**config.mk**
```make
export PLATFORM = sky130hd
export DESIGN_NAME = state_dump_unit
export DESIGN_NICKNAME = d
export VERILOG_FILES = /design/src/rtl/state_dump_unit_pkg.sv /design/src/rtl/state_dump_unit_out_reg.sv /design/src/rtl/state_dump_unit.sv
export SDC_FILE = /design/constraint.sdc
export NUM_CORES = 1
export LEC_CHECK = 0
export BUFFER_PORTS_ARGS = -buffer_cell sky130_fd_sc_hd__buf_2
export CORE_ASPECT_RATIO = 0.6
export CORE_MARGIN = 10
export CORE_UTILIZATION = 34
export DETAILED_ROUTE_END_ITERATION = 8
export PLACE_DENSITY = 0.61
export RECOVER_POWER = 50
export REMOVE_ABC_BUFFERS = 1
export SYNTH_ARGS = -nofsm -noshare
export SYNTH_HDL_FRONTEND = slang
export SYNTH_HIERARCHICAL = 1
export SYNTH_SLANG_ARGS = --single-unit
```
**constraint.sdc**
```tcl
create_clock -name clock -period 4.7 [get_ports clock]
set_clock_uncertainty 0.05 [all_clocks]
set_input_delay 0.94 -clock clock [delete_from_list [all_inputs] [get_ports clock]]
set_output_delay 0.94 -clock clock [all_outputs]
set_load 0.01 [all_outputs]
```
**src/rtl/state_dump_unit_pkg.sv**
```systemverilog
// Shared definitions for the end-of-run state dump: default geometry, stream kind
// codes and FSM encoding, so the core and the dump block agree on sizes.
package state_dump_unit_pkg;

   localparam int DEF_XLEN  = 32;
   localparam int DEF_NREG  = 32;
   localparam int DEF_NMEM  = 64;
   localparam int RF_ADDR_W = 5;

   localparam logic KIND_REG = 1'b0;
   localparam logic KIND_MEM = 1'b1;

   typedef enum logic [1:0] {
      ST_IDLE = 2'd0,
      ST_DUMP = 2'd1,
      ST_DONE = 2'd2
   } dump_state_t;

   function automatic int max_int(input int a, input int b);
      return (a > b) ? a : b;
   endfunction

endpackage

```
**src/rtl/state_dump_unit_out_reg.sv**
```systemverilog
// One-entry valid/ready holding register for the dump stream: load takes priority,
// clear drops valid after a handshake, otherwise the entry holds.
module dump_out_reg
   import state_dump_unit_pkg::*;
#(
   parameter int XLEN  = DEF_XLEN,
   parameter int IDX_W = 6
) (
   input  logic             clock,
   input  logic             reset,
   input  logic             load,
   input  logic             clear,
   input  logic [XLEN-1:0]  in_data,
   input  logic             in_kind,
   input  logic [IDX_W-1:0] in_index,
   input  logic             in_last,
   output logic             valid,
   output logic [XLEN-1:0]  data,
   output logic             kind,
   output logic [IDX_W-1:0] index,
   output logic             last
);

   always_ff @(posedge clock) begin
      if (reset) begin
         valid <= 1'b0;
         data  <= '0;
         kind  <= KIND_REG;
         index <= '0;
         last  <= 1'b0;
      end else if (load) begin
         valid <= 1'b1;
         data  <= in_data;
         kind  <= in_kind;
         index <= in_index;
         last  <= in_last;
      end else if (clear) begin
         valid <= 1'b0;
      end
   end

endmodule

```
**src/rtl/state_dump_unit.sv**
```systemverilog
// Post-halt dump of the register file then data memory as a valid/ready word stream;
// borrows the core's combinational read ports only while dumping.
module state_dump_unit
   import state_dump_unit_pkg::*;
#(
   parameter int XLEN = DEF_XLEN,
   parameter int NREG = DEF_NREG,
   parameter int NMEM = DEF_NMEM,
   localparam int TOTAL = NREG + NMEM,
   localparam int PTR_W = $clog2(TOTAL + 1),
   localparam int IDX_W = $clog2(max_int(NREG, NMEM))
) (
   input  logic                 clock,
   input  logic                 reset,
   input  logic                 halt,
   input  logic                 rearm,
   output logic [RF_ADDR_W-1:0] rf_rd_addr,
   input  logic [XLEN-1:0]      rf_rd_data,
   output logic [IDX_W-1:0]     dm_rd_addr,
   input  logic [XLEN-1:0]      dm_rd_data,
   output logic                 out_valid,
   input  logic                 out_ready,
   output logic [XLEN-1:0]      out_data,
   output logic                 out_kind,
   output logic [IDX_W-1:0]     out_index,
   output logic                 out_last,
   output logic                 busy,
   output logic                 done
);

   dump_state_t      state, state_next;
   logic [PTR_W-1:0] ptr;
   logic [PTR_W-1:0] mem_off;
   logic             in_dump;
   logic             sel_mem;
   logic             load;
   logic             clear;
   logic             accept_last;
   logic [XLEN-1:0]  word;
   logic [IDX_W-1:0] word_index;

   always_comb begin
      in_dump     = (state == ST_DUMP);
      sel_mem     = (ptr >= PTR_W'(NREG));
      mem_off     = ptr - PTR_W'(NREG);
      load        = in_dump && (!out_valid || out_ready) && (ptr < PTR_W'(TOTAL));
      clear       = in_dump && out_valid && out_ready && !load;
      accept_last = in_dump && out_valid && out_ready && out_last;
      word        = sel_mem ? dm_rd_data : rf_rd_data;
      word_index  = sel_mem ? IDX_W'(mem_off) : IDX_W'(ptr);
   end

   // The inactive read port is parked at 0 so the core sees a quiet bus.
   always_comb begin
      rf_rd_addr = '0;
      dm_rd_addr = '0;
      if (in_dump) begin
         if (sel_mem) dm_rd_addr = IDX_W'(mem_off);
         else         rf_rd_addr = RF_ADDR_W'(ptr);
      end
   end

   always_ff @(posedge clock) begin
      if (reset) state <= ST_IDLE;
      else       state <= state_next;
   end

   always_comb begin
      state_next = state;
      busy       = 1'b0;
      done       = 1'b0;
      case (state)
         ST_IDLE: if (halt) state_next = ST_DUMP;
         ST_DUMP: begin
            busy = 1'b1;
            if (accept_last) state_next = ST_DONE;
         end
         ST_DONE: begin
            done = 1'b1;
            if (rearm) state_next = ST_IDLE;
         end
         default: state_next = ST_IDLE;
      endcase
   end

   // ptr is zeroed whenever not dumping, so every dump starts at register 0.
   always_ff @(posedge clock) begin
      if (reset || !in_dump) ptr <= '0;
      else if (load)         ptr <= ptr + 1'b1;
   end

   dump_out_reg #(
      .XLEN  (XLEN),
      .IDX_W (IDX_W)
   ) u_out_reg (
      .clock    (clock),
      .reset    (reset),
      .load     (load),
      .clear    (clear),
      .in_data  (word),
      .in_kind  (sel_mem),
      .in_index (word_index),
      .in_last  (ptr == PTR_W'(TOTAL - 1)),
      .valid    (out_valid),
      .data     (out_data),
      .kind     (out_kind),
      .index    (out_index),
      .last     (out_last)
   );

endmodule
```
==> flow_summary.yaml, run 1 <==
outcome:
  status: "finished, violations left"
  violations: "max-capacitance violations, max-slew violations"
timing:
  slew_headroom_pct: -29.4
  maxSlewViolCount: 45
  rsz0062_at_grt: "no"
  setup_viol: 0
  final_hold_viol_count: 0
  fmaxAchievable_ghz: 0.336
  worstMarginPinSlew_ns: 1.94
  finalCritPeriodShare_pct: 63.4
  holdWs_ns: 0.442
  tns_ns: 0
  period_needed_ns: 2.98
floorplanning:
  start_util_pct: 35.8
  die_w_um: 129
  num_io_pins: 123
  die-area_mm2: 0.0111
  die_y_um: 85.7
  core_mm2: 0.00682
  rows: 23
cells_and_area:
  finalInstanceArea_mm2: 0.00312
  layout-drive-gt1-share_pct: 23.3
  instances_no_fill: 504
  syn2layout_area_growth_pct: 27.7
  regArea_mm2: 0.00100
  multi_input_area_mm2: 0.00127
  fillers: 720
  nets: 487
  antenna_cells: 0
global_routing:
  grt_pass1_vias: 2436
  grt-ovfl-total: 0
  grt_max_degree: 45
  antenna_found_initial: 0
  grt_pass1_wl_mm: 11.8
  grt_use_total_pct: 12.8
yosys:
  synth_area_per_cell_um2: 8.03
  syn_inst: 304
  synth_edf_count: 0
  synth_top_area_cell: "dfxtp_1"
  ys.flop_type: "dfxtp_1"
  synthMostInstantiatedCell: "nand2_1"
  synthTopCellsByArea: "dfxtp_1 41%, mux2i_1 17%, nand2_1 15%"
  ys_warn_count: 6
  seq_area_frac_synth_pct: 41.0
  synth-seq-cells: 50
  yosysTopAreaCellShare_pct: 41.0
  synth.distinct_cells: 31
  syn_area_mm2: 0.00244
  async_flop_share_pct: 0
  synth_top_cells_by_count: "97 x nand2_1, 50 x dfxtp_1, 49 x nor2_1"
route:
  wire_per_inst_um: 14.4
  drcViolationCount: 0
  routed_wl_mm: 7.27
  avgViaCountPerCell: 4.51
  vias: 2272
  first_iter_violations: 80
  postRouteAntennaNets: 0
  dr.pass1.iters: 4
placement:
  port_buffers: 122
  place_area_mm2: 0.00304
  dp_hpwl_mm: 5.51
  gp_congestion: 0.751
  dp_cells: 497
job:
  maxCapViolations: 1
power_and_ir_drop:
  switching_share_pct: 23.8
  total_power_w: 0.000915
  combPwrFrac_pct: 14.0
  p_seq_share_pct: 49.7
  clkPwrFrac_pct: 36.3
  leakagePower_nw: 1.56
  power_density_mw_per_mm2: 293
  internal_power_w: 0.000697
  ir_worst_vdd_mv: 0.127
  p_switching_w: 0.000218
critical_path:
  r2r_end: "u_out_reg/data[19]"
  path_max_fanout: 44
  critPathLaunchType: "input port"
  r2r_cells: 5
  rrSetupSlack_ns: 2.44
  rr_startpoint: "u_out_reg/valid"
  worst-endpoint-arrival_ns: 3.09
  endpoint_kind: "flop"
  critPathRequiredTime_ns: 4.81
  critPathKind: "input port to flop"
min_path:
  min_to: "u_out_reg/data[10]"
  hp-class: "flop to flop"
  min-delay-start: "u_out_reg/data[10]"
  hold_depth: 2
clock_network:
  cts_setup_buffers: 0
  cts_sinks: 50
  numCtsBuffers: 5
  clockRootBuffer: "clkbuf_16"
  clk_path_buf_depth: 2
  clk_pin_slew_ns: 0.06
  clk_latency_ns: 0.27
  hold_buffers: 0
  cts_tree: "built"
  ctsResizeCount: 0
  htreeDepth: 2
## worst max path at each step
stage | endpoint | startpoint | slack, ns
6_report | ptr[5] | reset | 1.72
5_1_grt | ptr[5] | reset | 1.38
4_1_cts | dm_rd_addr[4] | ptr[5] | 1.78
3_5_place_dp | u_out_reg/data[19] | out_ready | 1.87
3_3_place_gp | u_out_reg/kind | out_ready | 1.93
2_1_floorplan | dm_rd_addr[0] | ptr[5] | 1.02
## per-stage QoR
stage | setup WS (ns) | util [%]
after floorplan | 1.02 | -
after global placement | 1.93 | 44.6
after detailed placement | 1.87 | 44.6
after CTS | 1.78 | 46.5
after global routing | 1.38 | 45.7
final | 1.72 | 45.7
## state kept, by name, summed over array words and instances (netlist names)
register	count
u_out_reg/index	6
u_out_reg/last	1
ptr	7
u_out_reg/data	32
u_out_reg/valid	1
state	2
u_out_reg/kind	1
## final cells by class
class	count	area share, %
tap	87	3.49
multi-input combinational	229	40.7
timing repair buffer	126	18.8
clock buffer	7	4.25
sequential	50	32.1
inverter	5	0.602
## logic make-up (layout without fill, tap and decap cells)
family | count (synthesis) | count (layout) | share of synthesized area, %
XOR/XNOR | 4 | 4 | 1.43
buffers and inverters | 25 | 138 | 7.12
adder cells (fa/ha/maj) | 1 | 1 | 0.512
AND/OR/NAND/NOR | 178 | 178 | 31.6
AO/OA/AOI/OAI | 4 | 4 | 1.08
flip-flops | 50 | 50 | 41.0
multiplexers | 42 | 42 | 17.3
## cell usage in the layout, fill, tap and decap left out, types with 4 or more instances in the layout
cell and n:
and3_1 12, buf_2 79, buf_4 4, clkbuf_1 45
clkbuf_16 5, dfxtp_1 50, inv_1 4, mux2i_1 41
nand2_1 97, nor2_1 48, nor2_2 4, xnor2_1 4
## layer usage
layer  wire length [um]  share of wire [%]  GRT usage (%)
met5                  0                  0              0
met4                 13               0.18           1.52
met3                841                 12           6.64
met2               2890                 40           19.6
met1               3530                 48           16.2
## power groups by stage
| stage | Clock [W] | Sequential, W | Combinational [W] |
|---|---|---|---|
| 2_1_floorplan | 0 | 0.000470 | 0.0000617 |
| 3_3_place_gp | 0 | 0.000462 | 0.000133 |
| 3_5_place_dp | 0 | 0.000463 | 0.000135 |
| 4_1_cts | 0.000343 | 0.000454 | 0.000136 |
| 5_1_grt | 0.000365 | 0.000457 | 0.000145 |
| 6_report | 0.000332 | 0.000454 | 0.000128 |
## critical path, cell delays in order
cell      delay (ns)
clkbuf_1        1.36
nand2b_1        0.43
nor2_1          0.07
mux2_1          0.29
No activity file was read; power rests on OpenSTA's default activity.
==> inputs of run 2 (changes only) <==
PLACE_DENSITY = 0.63   (was 0.61)
clock period = 2.4 ns   (was 4.7 ns; I/O delays follow)
==> run 2 against run 1 <==
Compared with the run above:
- the run now ends clean
- flip-flop and latch count stayed put
- combinational power up 96%
- critical path depth did not move
- largest power group unchanged
- cell count up 0.60%
- die area unchanged
- non-clock buffer count grew 1
- utilization is 0.51 points higher
- clock power is 120% higher
- routed wire length shrank 0.32%
- sequential share of layout area fell by 0.36 points
==> flow_summary.yaml, run 2 (synthesis results as in run 1) <==
timing:
  finalCritPeriodShare_pct: 91.8
  setup_viol: 0
  holdWs_ns: 0.379
  fmaxAchievable_ghz: 0.454
  period_needed_ns: 2.20
  worstMarginPinSlew_ns: 0.917
  final_hold_viol_count: 0
  slew_headroom_pct: 38.8
  maxSlewViolCount: 0
  rsz0062_at_grt: "no"
cells_and_area:
  largest_register: "u_out_reg/data"
  mostFrequentLayoutCells: "97 x nand2_1, 81 x buf_2, 50 x dfxtp_1, 48 x nor2_1"
  layout-drive-gt1-share_pct: 24.5
  antenna_cells: 0
  fillers: 729
  largest_register_ffs: 32
  layout_commonest_cell: "nand2_1"
  nets: 489
  syn2layout_area_growth_pct: 29.1
  top_regs: "u_out_reg/data x32, ptr x7, u_out_reg/index x6"
clock_network:
  clk_pin_slew_ns: 0.06
  htreeDepth: 2
  cts_tree: "built"
  clk_path_buf_depth: 2
  numCtsBuffers: 5
  clk_latency_ns: 0.28
  cts_sinks: 50
  clockRootBuffer: "clkbuf_16"
critical_path:
  critPathLaunchType: "flop"
  path_max_fanout: 13
  endpoint_kind: "output pin"
  r2r_cells: 5
  rr_startpoint: "u_out_reg/valid"
  r2r_end: "ptr[5]"
  rrSetupSlack_ns: 0.51
  critPathKind: "flop to output pin"
  critPathRequiredTime_ns: 1.87
  worst-endpoint-arrival_ns: 1.67
placement:
  gp_congestion: 0.726
  dp_hpwl_mm: 5.43
  port_buffers: 122
global_routing:
  grt-ovfl-total: 0
  grt_max_degree: 44
  grt_pass1_vias: 2265
  antenna_found_initial: 0
  grt_pass1_wl_mm: 11.2
  grt_use_total_pct: 12.3
outcome:
  status: "completed"
floorplanning:
  die_y_um: 85.7
  num_io_pins: 123
  start_util_pct: 35.8
  core_mm2: 0.00682
  die_w_um: 129
  rows: 23
  die-area_mm2: 0.0111
job:
  maxCapViolations: 0
power_and_ir_drop:
  power_density_mw_per_mm2: 595
  ir_worst_vdd_mv: 0.292
  leakagePower_nw: 1.58
  total_power_w: 0.00188
min_path:
  min_to: "state[0]"
  hp-class: "input port to flop"
  hold_depth: 2
  min-delay-start: "halt"
route:
  first_iter_violations: 69
  vias: 2303
  routed_wl_mm: 7.25
  dr.pass1.iters: 4
  avgViaCountPerCell: 4.54
  drcViolationCount: 0
  postRouteAntennaNets: 0
  wire_per_inst_um: 14.3
==> run 2: changes by cell type in the layout (fill, tap and decap cells not counted), sizes merged <==
cell,previous run,this run
clkinv,0,1
clkinvlp,0,2
buf,83,84
inv,5,4
==> run 2: repair_timing <==
item,CTS,global route
resized for setup,0,1
hold buffers,0,0
buffers inserted,0,0
setup endpoints to repair,0,5
==> run 2: stage by stage <==
| stage | cells | worst slack, ns | utilization [%] | TNS [ns] | cell area, um2 |
|---|---|---|---|---|---|
| finish | 507 | 0.196 | 46.2 | 0 | 3150 |
| global route | 507 | 0.0533 | 46.2 | 0 | 3150 |
| detailed placement | 498 | 0.376 | 44.7 | 0 | 3050 |
| CTS | 506 | 0.0622 | 47.0 | 0 | 3210 |
| global placement | 498 | 0.432 | 44.7 | 0 | 3050 |
| floorplan | 284 | -0.819 | - | -20.53 | 2290 |
==> run 2: how the worst max path moves through the flow <==
stage	slack, ns	from	to
3_3_place_gp	0.43	ptr[5]	dm_rd_addr[4]
4_1_cts	0.06	ptr[5]	dm_rd_addr[4]
2_1_floorplan	-0.82	ptr[5]	dm_rd_addr[0]
6_report	0.20	ptr[5]	dm_rd_addr[4]
3_5_place_dp	0.38	ptr[5]	dm_rd_addr[4]
5_1_grt	0.05	ptr[5]	dm_rd_addr[4]
==> run 2: worst max-delay path, stage by stage, from the launching register on <==
cell        delay, ns
dfxtp_1          0.37
nor2_2           0.26
clkinvlp_4       0.34
and3_1           0.29
buf_2            0.14
==> run 2: routing by layer <==
metal | track usage (%) | vias up | share of wire (%) | wire length (um)
li1 | - | 1198 | - | -
met1 | 16.2 | 1008 | 49 | 3540
met2 | 17.7 | 95 | 39 | 2830
met3 | 6.45 | 2 | 12 | 862
met4 | 1.83 | 0 | 0.21 | 15
met5 | 0 | - | 0 | 0
==> run 2: cell type report <==
cell class                      instances  area, um2  area share [%]
Clock buffer                            7        153            4.84
Clock inverter                          1       8.76           0.278
Inverter                                5       22.5           0.714
Multi-Input combinational cell        229       1260            40.0
Sequential cell                        50       1000            31.7
Tap cell                               87        109            3.45
Timing Repair Buffer                  127        592            18.8
Timing Repair inverter                  1       5.00           0.159
==> run 2: report_power, final <==
part | switching [W] | internal [W]
Clock | 0.000292 | 0.000445
Combinational | 0.000135 | 0.000115
Sequential | 0.0000211 | 0.000867
Total | 0.000449 | 0.00143
